--- src/rtl/mux4_rr_arb.sv ---
// mux4_rr_arb: four-way round-robin arbiter feeding a registered
// valid/ready output stage. The select code s uses the same encoding as
// the downstream mux4/mux4s, so that mux reproduces y from d0..d3 and s.
module mux4_rr_arb #(
    parameter int unsigned WIDTH = 4
) (
    input  logic             clk,
    input  logic             rst_n,
    input  logic [3:0]       req,
    input  logic [WIDTH-1:0] d0,
    input  logic [WIDTH-1:0] d1,
    input  logic [WIDTH-1:0] d2,
    input  logic [WIDTH-1:0] d3,
    output logic [3:0]       gnt,
    output logic [1:0]       s,
    output logic [WIDTH-1:0] y,
    output logic             y_valid,
    input  logic             y_ready
);

    // Round-robin pointer: index of the highest-priority source
    logic [1:0]       ptr;
    logic [1:0]       win;
    logic             free;
    logic             load;
    logic [WIDTH-1:0] win_d;

    // mux4 select encoding: s[1] picks the pair, s[0]=1 picks the lower index
    function automatic logic [1:0] enc(input logic [1:0] idx);
        logic [1:0] code;
        case (idx)
            2'd0:    code = 2'b01;
            2'd1:    code = 2'b00;
            2'd2:    code = 2'b11;
            default: code = 2'b10;
        endcase
        return code;
    endfunction

    // Output register accepts a new word when empty or being popped
    always_comb begin
        free = !y_valid || y_ready;
        load = free && (|req);
    end

    // Winner search: scan from ptr+3 down to ptr so the last hit, i.e. the
    // first requester at or after ptr, is the one that sticks
    always_comb begin
        logic [1:0] idx;
        win = ptr;
        idx = ptr;
        for (int unsigned k = 0; k < 4; k++) begin
            idx = ptr + 2'(3 - k);
            if (req[idx]) begin
                win = idx;
            end
        end
    end

    // One-hot acknowledge, suppressed while reset is asserted
    always_comb begin
        gnt = '0;
        if (load && rst_n) begin
            gnt = 4'b0001 << win;
        end
    end

    // Payload of the winning source
    always_comb begin
        case (win)
            2'd0:    win_d = d0;
            2'd1:    win_d = d1;
            2'd2:    win_d = d2;
            default: win_d = d3;
        endcase
    end

    // Output register and pointer update; pointer moves only on a grant
    always_ff @(posedge clk or negedge rst_n) begin
        if (!rst_n) begin
            y       <= '0;
            s       <= 2'b00;
            y_valid <= 1'b0;
            ptr     <= 2'd0;
        end else if (load) begin
            y       <= win_d;
            s       <= enc(win);
            y_valid <= 1'b1;
            ptr     <= win + 2'd1;
        end else if (free) begin
            y_valid <= 1'b0;
        end
    end

endmodule

--- config.mk ---
export PLATFORM = sky130hd
export DESIGN_NAME = mux4_rr_arb
export DESIGN_NICKNAME = d
export VERILOG_FILES = /design/src/rtl/mux4_rr_arb.sv
export SDC_FILE = /design/constraint.sdc
export NUM_CORES = 1
export LEC_CHECK = 0
export ABC_AREA = 1
export ABC_CLOCK_PERIOD_IN_PS = 3100
export BUFFER_PORTS_ARGS = -buffer_cell sky130_fd_sc_hd__buf_2
export CORE_MARGIN = 2
export CORE_UTILIZATION = 48
export CTS_CLUSTER_SIZE = 30
export DETAILED_ROUTE_END_ITERATION = 8
export PLACE_DENSITY = 0.82
export SETUP_SLACK_MARGIN = 0.15
export SLEW_MARGIN = 20
export SYNTH_ARGS = -nofsm -noshare
export SYNTH_HDL_FRONTEND = slang
export SYNTH_SLANG_ARGS = --single-unit
--- constraint.sdc ---
create_clock -name clk -period 3.1 [get_ports clk]
set_input_delay 0.775 -clock clk [delete_from_list [all_inputs] [get_ports clk]]
set_output_delay 0.775 -clock clk [all_outputs]
set_load 0.005 [all_outputs]
== After elaboration in Yosys (flattened, before gate mapping) ==
Index checks and enable logic that the tools add are counted.

* Memory bits (read-only): 0
* Bits in latches: 0
* Word-level logic and storage cells: 39
* Output and inout bits: 11
* Memory bits (writable): 0
* Input port bits: 23
* Memories kept: 0
* Bits in registers: 9

* Muxes and demuxes: 17
* Shifts and indexed selects: 1
* Reductions and logical operators: 7
* Bitwise logic cells: 0
* Equal/unequal tests: 2
* $add $sub $neg: 4
* $mul: 0
* Divide/modulo/power cells: 0
* Order comparisons: 4

{| class="wikitable"
|+ Operator list
! kind !! count
|-
| $lt A2 B3 Y1 const B || 4
|-
| $pmux W4 S3 || 1
|-
| $bmux W1 S2 || 4
|-
| $mux W2 || 4
|-
| $mux W1 || 6
|-
| $pmux W2 S3 || 1
|-
| $add A2 B1 Y2 const B || 2
|-
| $add A2 B2 Y2 const B || 2
|-
| $mux W4 || 1
|-
| $reduce_or A4 Y1 || 1
|-
| $shl A1 B2 Y4 const A || 1
|-
| $eq A2 B1 Y1 const B || 1
|-
| $eq A2 B2 Y1 const B || 1
|-
| $logic_and A1 B1 Y1 || 2
|-
| $logic_not A2 Y1 || 1
|-
| $reduce_bool A2 Y1 || 1
|-
| $logic_not A1 Y1 || 1
|-
| $logic_or A1 B1 Y1 || 1
|}

== Logic depth before layout (Yosys ltp) ==
Gate-level depths: netlist of run 1.

* Depth in word-level cells: 9
* Mapped depth: 17
* Depth with buffers taken out: 16

== Least setup slack after synthesis of run 1 ==
OpenSTA, ideal clock, no wires.

* Kind: in2out
* Start: input port req[1]
* End: output port gnt[2]
* Buffers on the path: 0
* Setup slack: 498 ps
* Arrival time: 1,827 ps
* Cell stages on the path: 9
* Path through: inv_1 -> o21ai_2 -> nand2_1 -> nand2_1 -> inv_2 -> a31oi_1 -> ha_1 -> inv_1 -> nor2_1

* Longest elaborated chain between the ends: 8
* Elaborated cells between the ends (all ways): 17

{| class="wikitable"
|+ RTL lines
! element !! RTL line !! source
|-
| from (decl) || 9 || <nowiki>input logic [3:0] req,</nowiki>
|-
| $bmux W1 S2 || 54 || <nowiki>if (req[idx]) begin</nowiki>
|-
| $mux W1 (implied by the code) || 54 ||
|-
| $mux W2 (4 in a row) || 54 ||
|-
| $shl A1 B2 Y4 || 64 || <nowiki>gnt = 4'b0001 << win;</nowiki>
|-
| $mux W4 (*) || 63 || <nowiki>if (load && rst_n) begin</nowiki>
|-
| to (decl) || 14 || <nowiki>output logic [3:0] gnt,</nowiki>
|}

Every way passes the cells marked *; elsewhere a longest branch is shown, timed or not. The select of a mux whose other input is x is not followed.

== Worst setup path after layout of run 1 ==
* Start: input port req[1]
* End: output port gnt[1]

Same word-level chain as after synthesis.

==> impl_metrics.toml, run 1 <==
[outcome]
outcome = "finished clean"

[synth]
syn_area_per_cell_um2 = 6.23
seq_area_frac_synth = 0.274
ys_types = 17
syn_area_um2 = 729
syn_nets = 145
ys_ff_latch = 8
yosysWarnings = 0
syn_inst = 117

[global_routing]
grt_pass1_wl_um = 2830
antenna_found_initial = 0
grt_use_met3 = 0.0128
use_met2 = 0.345
grt_max_degree = 12
grt_pass1_vias = 723
busiest_layer = "met2"
overflow = 0
grt_use_met1 = 0.247
track_usage = 0.193

[power]
irDropWorstVdd_v = 0.000712
power_density_nw_per_um2 = 1210
power_w = 0.00123
cellLeakagePower_nw = 0.576

[sta]
hold_viol = 0
finalCriticalPeriod_ps = 2910
fin_setup_tns_ps = 0
finalSetupViolCount = 0
whs_ps = 363
worst_pin_slew_ps = 485
max_freq_ghz = 0.344
fin_crit_sh = 0.938
fin_skew_ps = 2.78
report.final.slew_viol_count = 0
slew_headroom = 0.674
rsz0062_at_grt = "yes"

[routing]
vias_per_cell = 4.97
drt_first_pass_iters = 4
drc = 0
vias = 840
avgRoutedWirePerCell_um = 11.2
drt_wl_total_um = 1890
drt_iter0_drc = 16
antenna_left = 0

[run]
cap_viol_max_count = 0

[setup_path]
cp_data_required_time_ps = 2320
path_buf_inv = 5
crit_arrival_ps = 2130
cp-start-kind = "input port"
crit_family = "simple AND/OR/NAND/NOR gates"
crit_chain = "buf_2 -> inv_2 -> o21ai_4 -> nand2_2 -> nand2_1 -> nand2_1 -> nand2_2 -> nand2_2 -> nand2_2 -> nand2_4 -> inv_4 -> ha_4 -> inv_1 -> nor2_1 -> buf_2"
cpMostUsedCell = "nand2_2"
path_class = "in2out"
cp_slowest_cell = "o21ai_4"
slowest_delay_ps = 180
path_max_fanout = 4
worst_setup_path_end_kind = "output port"

[floorplan]
initial_core_util = 0.496
die_h_um = 43.0
die_area_um2 = 1850
ioPinCount = 34
num_rows = 14
core_um2 = 1470
fp.dieW_um = 43.0

[cts]
worstSkewPairLatency_ps = 250
numCtsBuffers = 3
cts_tree = "yes"
cts_sinks = 8
max-clock-path-buffers = 2
cts.clk_slew.worst_paths_ps = 50
cts_root_buf = "clkbuf_4"
htreeDepth = 1
hold_buffers = 0

[cells_and_area]
final_nets = 183
syn_to_final_growth_pct = 40.3
layout_common_cells = "46 x nand2_1, 33 x buf_2, 12 x inv_1"
drive_gt1_frac = 0.399
antenna_cells = 0
fin_cells = 169
layout_commonest_cell = "nand2_1"
fin_util = 0.696

[place]
gp_congestion = 0.778
io_buffers = 33
placedCellCount = 163
place_hpwl_um = 1330

[hold_path]
min_path_type = "in2async"
-- kinds of logic (layout without fill, tap and decap cells) --
logic type | after synthesis | in the layout | share of synthesized area
compound gates | 13 | 13 | 0.111
fa+ha+maj | 5 | 5 | 0.0858
simple gates | 70 | 70 | 0.393
buf+inv | 21 | 57 | 0.135
flops | 8 | 8 | 0.274
-- cell type report --
cell class              instances  area, um2
multi-input cells              88        517
well taps                      16       20.0
clock buffers                   3       22.5
repair buffers                 36        188
fillers                       132        448
inverters                      18       75.1
flip-flops and latches          8        201
-- metal layers --
layer / wire (um) / vias up
li1: - / 438
met1: 836 / 364
met3: 90 / 4
met2: 943 / 34
met4: 17 / 0
met5: 0 / -
-- metrics by stage --
stage | area, um2 | setup slack, ps
global route | 1020 | 61.8
floorplan | 729 | 498
global placement | 888 | 126
finish | 1020 | 191
detailed placement | 888 | 92.5
CTS | 931 | 171
-- synth_stat cells --
cell      count  area [um2]
nand2_1      50         188
inv_1        15        56.3
nand3_1      11        55.1
dfrtp_1       8         200
a21oi_1       5        25.0
ha_1          5        62.6
nor2_1        5        18.8
o211ai_1      4        30.0
nand2_2       3        18.8
a31oi_1       2        12.5
buf_4         2        15.0
inv_2         2        7.51
buf_6         1        11.3
inv_6         1        8.76
nor4_1        1        6.26
o21ai_0       1        5.00
o21ai_2       1        8.76
-- report_power, final --
part | leakage (nW) | internal [W] | switching (W) | total [W]
Sequential | 0.0931 | 0.000154 | 0.0000553 | 0.000209
Combinational | 0.469 | 0.000390 | 0.000558 | 0.000948
Clock | 0.0138 | 0.0000442 | 0.0000333 | 0.0000775
-- state kept, by name (all words and copies together), names as in the netlist --
name / flops
y: 4
s: 2
ptr: 1
y_valid: 1
-- final timing paths --
kind                                       start                to  slack (ps)  cells after the start
worst max-delay path                      req[1]            gnt[1]         190                     15
worst min-delay path                       rst_n  y[2]$_DFFE_PN0P_         360                      1
worst max register to register  s[0]$_DFFE_PN0P_  y[3]$_DFFE_PN0P_         940                     14
worst min register to register  y[2]$_DFFE_PN0P_  y[2]$_DFFE_PN0P_         480                      2
max in group asynchronous                  rst_n  s[0]$_DFFE_PN0P_        2550                      1
min in group clk                y[2]$_DFFE_PN0P_  y[2]$_DFFE_PN0P_         480                      2
-- timing repair --
item | CTS | global route
pin swaps | 0 | 11
endpoints found under the setup margin | 3 | 4
setup buffers | 0 | 3
resized for setup | 4 | 18
No activity file was read; power rests on OpenSTA's default activity.
==> inputs of run 2 (changes only) <==
--- a/config.mk
+++ b/config.mk
@@ -8,11 +8,12 @@
 export ABC_AREA = 1
 export ABC_CLOCK_PERIOD_IN_PS = 3100
 export BUFFER_PORTS_ARGS = -buffer_cell sky130_fd_sc_hd__buf_2
-export CORE_MARGIN = 2
-export CORE_UTILIZATION = 48
+export CELL_PAD_IN_SITES_DETAIL_PLACEMENT = 0
+export CELL_PAD_IN_SITES_GLOBAL_PLACEMENT = 1
+export CORE_UTILIZATION = 32
 export CTS_CLUSTER_SIZE = 30
 export DETAILED_ROUTE_END_ITERATION = 8
-export PLACE_DENSITY = 0.82
+export PLACE_DENSITY_LB_ADDON = 0.1
 export SETUP_SLACK_MARGIN = 0.15
 export SLEW_MARGIN = 20
 export SYNTH_ARGS = -nofsm -noshare
==> run 2 against run 1 <==
Effect of this change:
- critical path depth did not move
- largest power group unchanged
- register-to-register slack got worse by 100 ps
- global-route usage fell by 3.0 points
- combinational power fell by 3.4%
- sequential cell count did not move
- final cell count rose by 6.5%
- routed wire length fell by 3.3%
- cell area fell by 1.2%
- clock power rose by 2%
- clock-buffer cell count did not move
==> impl_metrics.toml, run 2 (synthesis results as in run 1) <==
[setup_path]
crit_arrival_ps = 2050
path_class = "in2out"
cp-start-kind = "input port"
cpMostUsedCell = "nand2_1"
rr_endpoint = "y[3]$_DFFE_PN0P_"
slowest_delay_ps = 160
rr_worst_depth = 16
cp.depth = 15
reg2reg_slack_ps = 840
crit_family = "simple AND/OR/NAND/NOR gates"
path_buf_inv = 5
cp_slowest_cell = "o21ai_2"
worst_setup_path_end_kind = "output port"
crit_start = "req[1]"
crit_end = "gnt[1]"
cp_data_required_time_ps = 2320
crit_chain = "buf_2 -> inv_1 -> o21ai_2 -> nand2_1 -> nand2_1 -> nand2_1 -> nand2_1 -> nand2_1 -> nand2_2 -> nand2_4 -> inv_4 -> ha_4 -> inv_1 -> nor2_1 -> buf_2"
path_max_fanout = 5
r2r_start = "s[0]$_DFFE_PN0P_"

[global_routing]
grt_pass1_vias = 760
antenna_found_initial = 0
overflow = 0
grt_use_met3 = 0.0370
grt_use_met1 = 0.179
grt_max_degree = 12
track_usage = 0.163
busiest_layer = "met2"
use_met2 = 0.309
grt_pass1_wl_um = 3070

[cts]
numCtsBuffers = 3
cts_tree = "yes"
hold_buffers = 0
cts.clk_slew.worst_paths_ps = 50
worstSkewPairLatency_ps = 250
max-clock-path-buffers = 2
cts_root_buf = "clkbuf_4"
htreeDepth = 1
cts_sinks = 8

[sta]
worst_pin_slew_ps = 347
fin_crit_sh = 0.912
fin_skew_ps = 0.482
hold_viol = 0
finalCriticalPeriod_ps = 2830
max_freq_ghz = 0.354
slew_headroom = 0.767
report.final.slew_viol_count = 0
fin_setup_tns_ps = 0
finalSetupViolCount = 0
rsz0062_at_grt = "yes"

[cells_and_area]
fin_cells = 180
largest_register_ffs = 4
fin_util = 0.495
top_register = "y"
drive_gt1_frac = 0.353
antenna_cells = 0
layout_common_cells = "49 x nand2_1, 33 x buf_2, 13 x inv_1"
final_nets = 183
reg_top3 = "y (4), s (2)"
syn_to_final_growth_pct = 38.6
final.fill_count = 230
layout_commonest_cell = "nand2_1"
fin_area_um2 = 1010

[floorplan]
fp.dieW_um = 49.7
initial_core_util = 0.357
core_um2 = 2040
die_h_um = 49.7
num_rows = 16
die_area_um2 = 2470
ioPinCount = 34

[place]
placedCellCount = 175
gp_congestion = 0.801
io_buffers = 33
place_area_um2 = 910
place_hpwl_um = 1440

[routing]
drt_iter0_drc = 7
avgRoutedWirePerCell_um = 10.1
drt_wl_total_um = 1830
drt_first_pass_iters = 4
vias_per_cell = 4.66
antenna_left = 0
vias = 839
drc = 0

[power]
power_frac_comb = 0.763
internal_power_w = 0.000582
power_frac_seq = 0.172
switching_share = 0.515
cellLeakagePower_nw = 0.573
power_density_nw_per_um2 = 1190
irDropWorstVdd_v = 0.000552
switchingPower_w = 0.000618
clockPowerShare = 0.066

[hold_path]
min_path_type = "in2async"

[run]
cap_viol_max_count = 0

[outcome]
outcome = "finished clean"
run 2: how the worst min path moves through the flow:
stage | start | endpoint | slack [ps]
after floorplan | y[0]$_DFFE_PN0P_ | y[0]$_DFFE_PN0P_ | 470
after global placement | y[0]$_DFFE_PN0P_ | y[0]$_DFFE_PN0P_ | 460
after detailed placement | y[0]$_DFFE_PN0P_ | y[0]$_DFFE_PN0P_ | 460
after CTS | rst_n | y_valid$_DFFE_PN0P_ | 360
after global routing | rst_n | y_valid$_DFFE_PN0P_ | 360
final | rst_n | y[1]$_DFFE_PN0P_ | 360
run 2: repair_timing:
| item | in CTS | in global routing |
|---|---|---|
| resized for setup | 2 | 12 |
| pin swaps | 0 | 1 |
| endpoints found under the setup margin | 3 | 4 |
| setup buffers | 0 | 2 |
run 2: power groups by stage:
stage          Clock (W)  Sequential (W)  Combinational, W
4_1_cts        0.0000846        0.000206          0.000745
2_1_floorplan          0        0.000184          0.000573
6_report       0.0000787        0.000206          0.000916
5_1_grt        0.0000894        0.000214           0.00104
3_5_place_dp           0        0.000206          0.000730
3_3_place_gp           0        0.000205          0.000727
run 2: layout make-up:
| class | count | area (um2) | share of cell area |
|---|---|---|---|
| repair buffers | 36 | 188 | 0.186 |
| clock buffers | 3 | 22.5 | 0.0223 |
| multi-input cells | 88 | 490 | 0.485 |
| well taps | 27 | 33.8 | 0.0334 |
| inverters | 18 | 75.1 | 0.0743 |
| flip-flops and latches | 8 | 201 | 0.199 |
run 2: layer usage:
layer,up-vias,share of wire,wire (um)
met3,0,0.045,83
met2,27,0.51,939
li1,441,-,-
met5,-,0,0
met4,0,0,0
met1,371,0.44,801
run 2: through the flow:
step,setup slack [ps],power [W],hold slack [ps]
after floorplan,498,0.000757,473
after global placement,77.3,0.000932,458
after detailed placement,77.2,0.000936,461
after CTS,170,0.00104,356
after global routing,131,0.00135,362
final,273,0.00120,363
